**src/rtl/regfile_scoreboard.sv**
```systemverilog
// regfile_scoreboard: multi-port integer register file with a per-register
// busy scoreboard for RAW hazard detection in the pipelined core.

// One read port: x0 forcing and optional same-cycle writeback forwarding.
module regfile_scoreboard_rdport #(
    parameter int ADDR_WIDTH = 5,
    parameter int DATA_WIDTH = 32,
    parameter int BYPASS     = 1
) (
    input  logic [ADDR_WIDTH-1:0] addr,
    input  logic [DATA_WIDTH-1:0] reg_data,
    input  logic                  reg_busy,
    input  logic                  wb_valid,
    input  logic [ADDR_WIDTH-1:0] wb_addr,
    input  logic [DATA_WIDTH-1:0] wb_data,
    input  logic                  issue_valid,
    input  logic [ADDR_WIDTH-1:0] issue_addr,
    output logic [DATA_WIDTH-1:0] data,
    output logic                  busy
);
    logic fwd;
    assign fwd = (BYPASS != 0) && wb_valid && (wb_addr == addr);

    // x0 is constant zero; a forwarded writeback shows its data, and busy only
    // if an issue to the same register lands on the same edge.
    always_comb begin
        data = reg_data;
        busy = reg_busy;
        if (addr == '0) begin
            data = '0;
            busy = 1'b0;
        end else if (fwd) begin
            data = wb_data;
            busy = issue_valid && (issue_addr == addr);
        end
    end
endmodule

module regfile_scoreboard #(
    parameter int ADDR_WIDTH = 5,
    parameter int DATA_WIDTH = 32,
    parameter int NUM_RD     = 2,
    parameter int BYPASS     = 1
) (
    input  logic                         clk,
    input  logic                         rst_n,
    input  logic [NUM_RD*ADDR_WIDTH-1:0] rd_addr_i,
    output logic [NUM_RD*DATA_WIDTH-1:0] rd_data_o,
    output logic [NUM_RD-1:0]            rd_busy_o,
    input  logic                         issue_valid_i,
    input  logic [ADDR_WIDTH-1:0]        issue_addr_i,
    input  logic                         wb_valid_i,
    input  logic [ADDR_WIDTH-1:0]        wb_addr_i,
    input  logic [DATA_WIDTH-1:0]        wb_data_i,
    input  logic                         flush_i,
    output logic [2**ADDR_WIDTH-1:0]     busy_vec_o,
    output logic [ADDR_WIDTH:0]          pending_cnt_o
);
    localparam int DEPTH = 2**ADDR_WIDTH;
    localparam int CW    = ADDR_WIDTH + 1;

    logic [DATA_WIDTH-1:0] regs [DEPTH];
    logic [DEPTH-1:0]      busy_q, busy_d;
    logic [CW-1:0]         cnt_q, cnt_d;

    // Register storage; writes to x0 are dropped so regs[0] stays zero.
    always_ff @(posedge clk or negedge rst_n) begin
        if (!rst_n) begin
            for (int i = 0; i < DEPTH; i++) regs[i] <= '0;
        end else if (wb_valid_i && (wb_addr_i != '0)) begin
            regs[wb_addr_i] <= wb_data_i;
        end
    end

    // Next busy vector: flush, then wb clear, then issue set (issue wins).
    // The count is a full popcount of the next vector, so it cannot drift.
    always_comb begin
        busy_d = busy_q;
        if (flush_i)       busy_d = '0;
        if (wb_valid_i)    busy_d[wb_addr_i] = 1'b0;
        if (issue_valid_i) busy_d[issue_addr_i] = 1'b1;
        busy_d[0] = 1'b0;
        cnt_d = '0;
        for (int i = 1; i < DEPTH; i++) cnt_d = cnt_d + CW'(busy_d[i]);
    end

    // Scoreboard state register.
    always_ff @(posedge clk or negedge rst_n) begin
        if (!rst_n) begin
            busy_q <= '0;
            cnt_q  <= '0;
        end else begin
            busy_q <= busy_d;
            cnt_q  <= cnt_d;
        end
    end

    assign busy_vec_o    = busy_q;
    assign pending_cnt_o = cnt_q;

    for (genvar k = 0; k < NUM_RD; k++) begin : g_rd
        logic [ADDR_WIDTH-1:0] a;
        assign a = rd_addr_i[k*ADDR_WIDTH +: ADDR_WIDTH];
        regfile_scoreboard_rdport #(
            .ADDR_WIDTH(ADDR_WIDTH),
            .DATA_WIDTH(DATA_WIDTH),
            .BYPASS    (BYPASS)
        ) u_rd (
            .addr       (a),
            .reg_data   (regs[a]),
            .reg_busy   (busy_q[a]),
            .wb_valid   (wb_valid_i),
            .wb_addr    (wb_addr_i),
            .wb_data    (wb_data_i),
            .issue_valid(issue_valid_i),
            .issue_addr (issue_addr_i),
            .data       (rd_data_o[k*DATA_WIDTH +: DATA_WIDTH]),
            .busy       (rd_busy_o[k])
        );
    end
endmodule

```
**config.mk**
```make
export PLATFORM = sky130hd
export DESIGN_NAME = regfile_scoreboard
export DESIGN_NICKNAME = d
export VERILOG_FILES = /design/src/rtl/regfile_scoreboard.sv
export SDC_FILE = /design/constraint.sdc
export NUM_CORES = 2
export LEC_CHECK = 0
export CAP_MARGIN = 40
export CORE_MARGIN = 2
export CORE_UTILIZATION = 55
export CTS_CLUSTER_DIAMETER = 120
export CTS_CLUSTER_SIZE = 14
export DETAILED_ROUTE_END_ITERATION = 12
export PLACE_DENSITY = 0.69
export RECOVER_POWER = 25
export SLEW_MARGIN = 20
export SYNTH_ARGS = -nofsm -noshare
export SYNTH_HDL_FRONTEND = slang
export SYNTH_SLANG_ARGS = --single-unit
```
**constraint.sdc**
```tcl
create_clock -name clk -period 6.4 [get_ports clk]
set_input_delay 1.92 -clock clk [delete_from_list [all_inputs] [get_ports clk]]
set_output_delay 1.92 -clock clk [all_outputs]
set_load 0.005 [all_outputs]
```
==> flow_metrics.tcl <==
set metrics [dict create \
    setup_violations 1 \
    fmax_mhz 155 \
    synth_edf_count 0 \
    rsz0062_at_grt "yes" \
    ant_nets 0 \
    grt_first_pass_wirelength_um 278000 \
    core_region_area_mm2 0.104 \
    dp.cells 5394 \
    antenna_found_initial 4 \
    slowest_stage "fa_2" \
    nets 4234 \
    min_period_ns 6.46 \
    syn_area_mm2 0.0576 \
    violations "capacitance limit, slew limit, setup timing" \
    dp_hpwl_um 120000 \
    fillers 7660 \
    die_x_um 328 \
    fin_area_mm2 0.0662 \
    worstHoldPathType "reg -> reg" \
    leakagePower_nw 28.9 \
    path_class "in -> reg" \
    ys_types 73 \
    clock_path_buffers 3 \
    grt_max_degree 111 \
    fp.dieH_um 328 \
    cpPeakStageDelay_ns 0.58 \
    initial_utilization 0.556 \
    hold_viol_final 0 \
    finalWorstSetupSlack_ns -0.0595 \
    clock-root-buffer "clkbuf_16" \
    ir_drop_mv 0.192 \
    cts_tree "yes" \
    multi_input_area_mm2 0.0292 \
    placed_cell_area_mm2 0.0634 \
    avgRoutedWirePerCell_um 34.2 \
    crit_chain "buf_4, buf_4, nor3b_2, buf_4, nand2_2, a31o_4, fa_1, inv_2, fa_1, fa_1, inv_2, fa_2, fa_1, fa_1, inv_1, fa_2, inv_2, fa_2, a21o_1, a21oi_2, xnor2_1" \
    finalMaxSlewViolations 545 \
    grt_overflow 0 \
    cts_hold_buffers 0 \
    first_global_vias 39900 \
    synth-main-ff-cell "dfrtp_1" \
    drive_gt1_frac 0.496 \
    cpMostUsedCell "fa_1" \
    status "finished with violations" \
    finClkSkew_ns 0.00614 \
    first_iter_violations 4617 \
    register_area_mm2 0.0266 \
    async_flop_share 1.00 \
    dieArea_mm2 0.107 \
    clkTransAtPathRegs_ns 0.07 \
    yosysWarnings 0 \
    setup.worst_path.start_class "input pin" \
    whs_ns 0.399 \
    syn_nets 4001 \
    tightestPinTransition_ns 2.64 \
    cap_violations 7 \
    cp.arrival_ns 7.08 \
    instances_no_fill 5533 \
    ioPinCount 161 \
    grt_use_total 0.357 \
    total_power_mw 17.9 \
    vias 39100 \
    io_buffers 159 \
    dr.pass1.iters 5 \
    drc_errors 0 \
    rows 118 \
    path_max_fanout 4 \
    avgSynthCellArea_um2 14.7 \
    wl_um 189000 \
    endpoint_kind "register" \
    vias_per_cell 7.07 \
    gp_congestion 0.912 \
    slew_headroom -0.763 \
    cts_buffers 85 \
    netlist_instances 3914 \
    synth-seq-cells 1061 \
    powerDensity_mw_per_mm2 271 \
    synth_seq_area_share 0.461 \
    cts_max_level 3 \
    post-route-util 0.639 \
    insertion_delay_ns 0.69 \
    syn2layout_area_growth_pct 15.0 \
    period_share 1.01 \
    required_ns 7.02 \
    clock-sinks 1061 \
]
per-stage QoR:
stage / setup WS, ns / setup TNS, ns
5_1_grt: -0.220 / -0.472
6_report: -0.0595 / -0.0595
4_1_cts: -0.0254 / -0.0254
3_5_place_dp: -1.25 / -10.79
3_3_place_gp: -1.12 / -10.11
2_1_floorplan: -0.595 / -2.43
final timing paths:
| check | startpoint | slack (ns) | end | cells past startpoint |
|---|---|---|---|---|
| setup / recovery | wb_addr_i[1] | -0.06 | pending_cnt_o[4] | 21 |
| hold / removal | regs[1020] | 0.40 | regs[1020] | 0 |
| setup reg to reg | busy_vec_o[14] | 1.16 | pending_cnt_o[4] | 16 |
| hold reg to reg | regs[1020] | 0.40 | regs[1020] | 0 |
| max in group asynchronous | rst_n | 1.00 | regs[1] | 2 |
| min in group asynchronous | rst_n | 2.03 | regs[753] | 1 |
logic make-up after synthesis:
kind of cell / Yosys count / share of synthesized area
buffers and inverters: 504 / 0.0404
muxes: 1608 / 0.412
xor gates and xnor gates: 23 / 0.00350
adders and majority gates: 30 / 0.00952
other: 1 / 0.0000651
AOI/OAI and AO/OA: 355 / 0.0459
and+or+nand+nor: 332 / 0.0272
DFF: 1061 / 0.461
per-layer routing:
| layer | track usage | up-vias | part of all wire |
|---|---|---|---|
| met5 | 0 | - | 0.00015 |
| met4 | 0.136 | 4 | 0.042 |
| met3 | 0.0813 | 452 | 0.10 |
| met2 | 0.527 | 2143 | 0.45 |
| met1 | 0.522 | 21100 | 0.41 |
| li1 | - | 15400 | - |
layout make-up:
| class | instances | area share |
|---|---|---|
| Clock inverter | 5 | 0.000775 |
| Timing Repair Buffer | 586 | 0.0945 |
| Inverter | 64 | 0.00363 |
| Antenna cell | 1 | 0.0000378 |
| Tap cell | 1380 | 0.0261 |
| Multi-Input combinational cell | 2349 | 0.441 |
| Sequential cell | 1061 | 0.401 |
| Clock buffer | 87 | 0.0329 |
registers in the layout, indices dropped and copies added (netlist names):
name / cells
regs: 1024
busy_vec_o: 31
pending_cnt_o: 6
critical path, delay by kind of cell:
family	cells	cell delay, ns
adders and majority gates	8	3.51
and+or+nand+nor	2	0.24
xor gates and xnor gates	1	0.12
AOI/OAI and AO/OA	3	0.59
buffers and inverters	7	0.68
where the power goes:
group | switching (mW) | total [mW] | internal (mW)
Sequential | 0.912 | 8.86 | 7.95
Combinational | 1.63 | 4.19 | 2.56
Clock | 2.49 | 4.89 | 2.41
timing repair:
action / CTS / global route
setup endpoints to repair: 43 / 25
pin swaps: 31 / 11
gates cloned: 3 / 1
resized for setup: 76 / 27
buffers inserted: 34 / 6
cell usage after synthesis (10+ instances only):
cell type,n,area share
a211o_1,12,0.0018
mux2_1,99,0.019
nor2b_1,19,0.0021
nor3_1,23,0.0020
xor2_1,14,0.0021
a21oi_1,31,0.0027
o211ai_1,45,0.0059
nor3b_1,10,0.0013
mux2i_1,87,0.015
fa_1,23,0.0080
nand3b_1,13,0.0017
clkbuf_1,234,0.015
a221oi_1,19,0.0029
buf_1,44,0.0029
o22ai_1,105,0.011
nand3_1,20,0.0017
buf_4,28,0.0037
inv_1,62,0.0040
a211oi_1,33,0.0043
and2_1,11,0.0012
o22a_1,15,0.0023
mux4_2,510,0.20
nand2_1,111,0.0072
nor2_1,88,0.0057
buf_6,23,0.0045
mux2_2,912,0.18
buf_2,109,0.0095
dfrtp_1,1061,0.46
cells in the final DEF, fill, tap and decap left out, types with 18 or more instances in the layout:
master and count:
mux2_2 912, fa_1 19, clkdlybuf4s50_1 135, dfrtp_1 1061
mux2i_1 87, nand3_1 18, a211oi_1 33, nand2_1 95
nor2_4 21, buf_16 20, inv_1 52, o211ai_1 45
buf_4 303, mux4_2 510, a221oi_1 19, clkbuf_16 88
o22ai_1 105, a21oi_1 29, nor2b_1 18, buf_6 20
nor2_1 62, buf_12 80, mux2_1 99, nor3_1 22
Note: power is estimated with default switching activity, not from simulation.
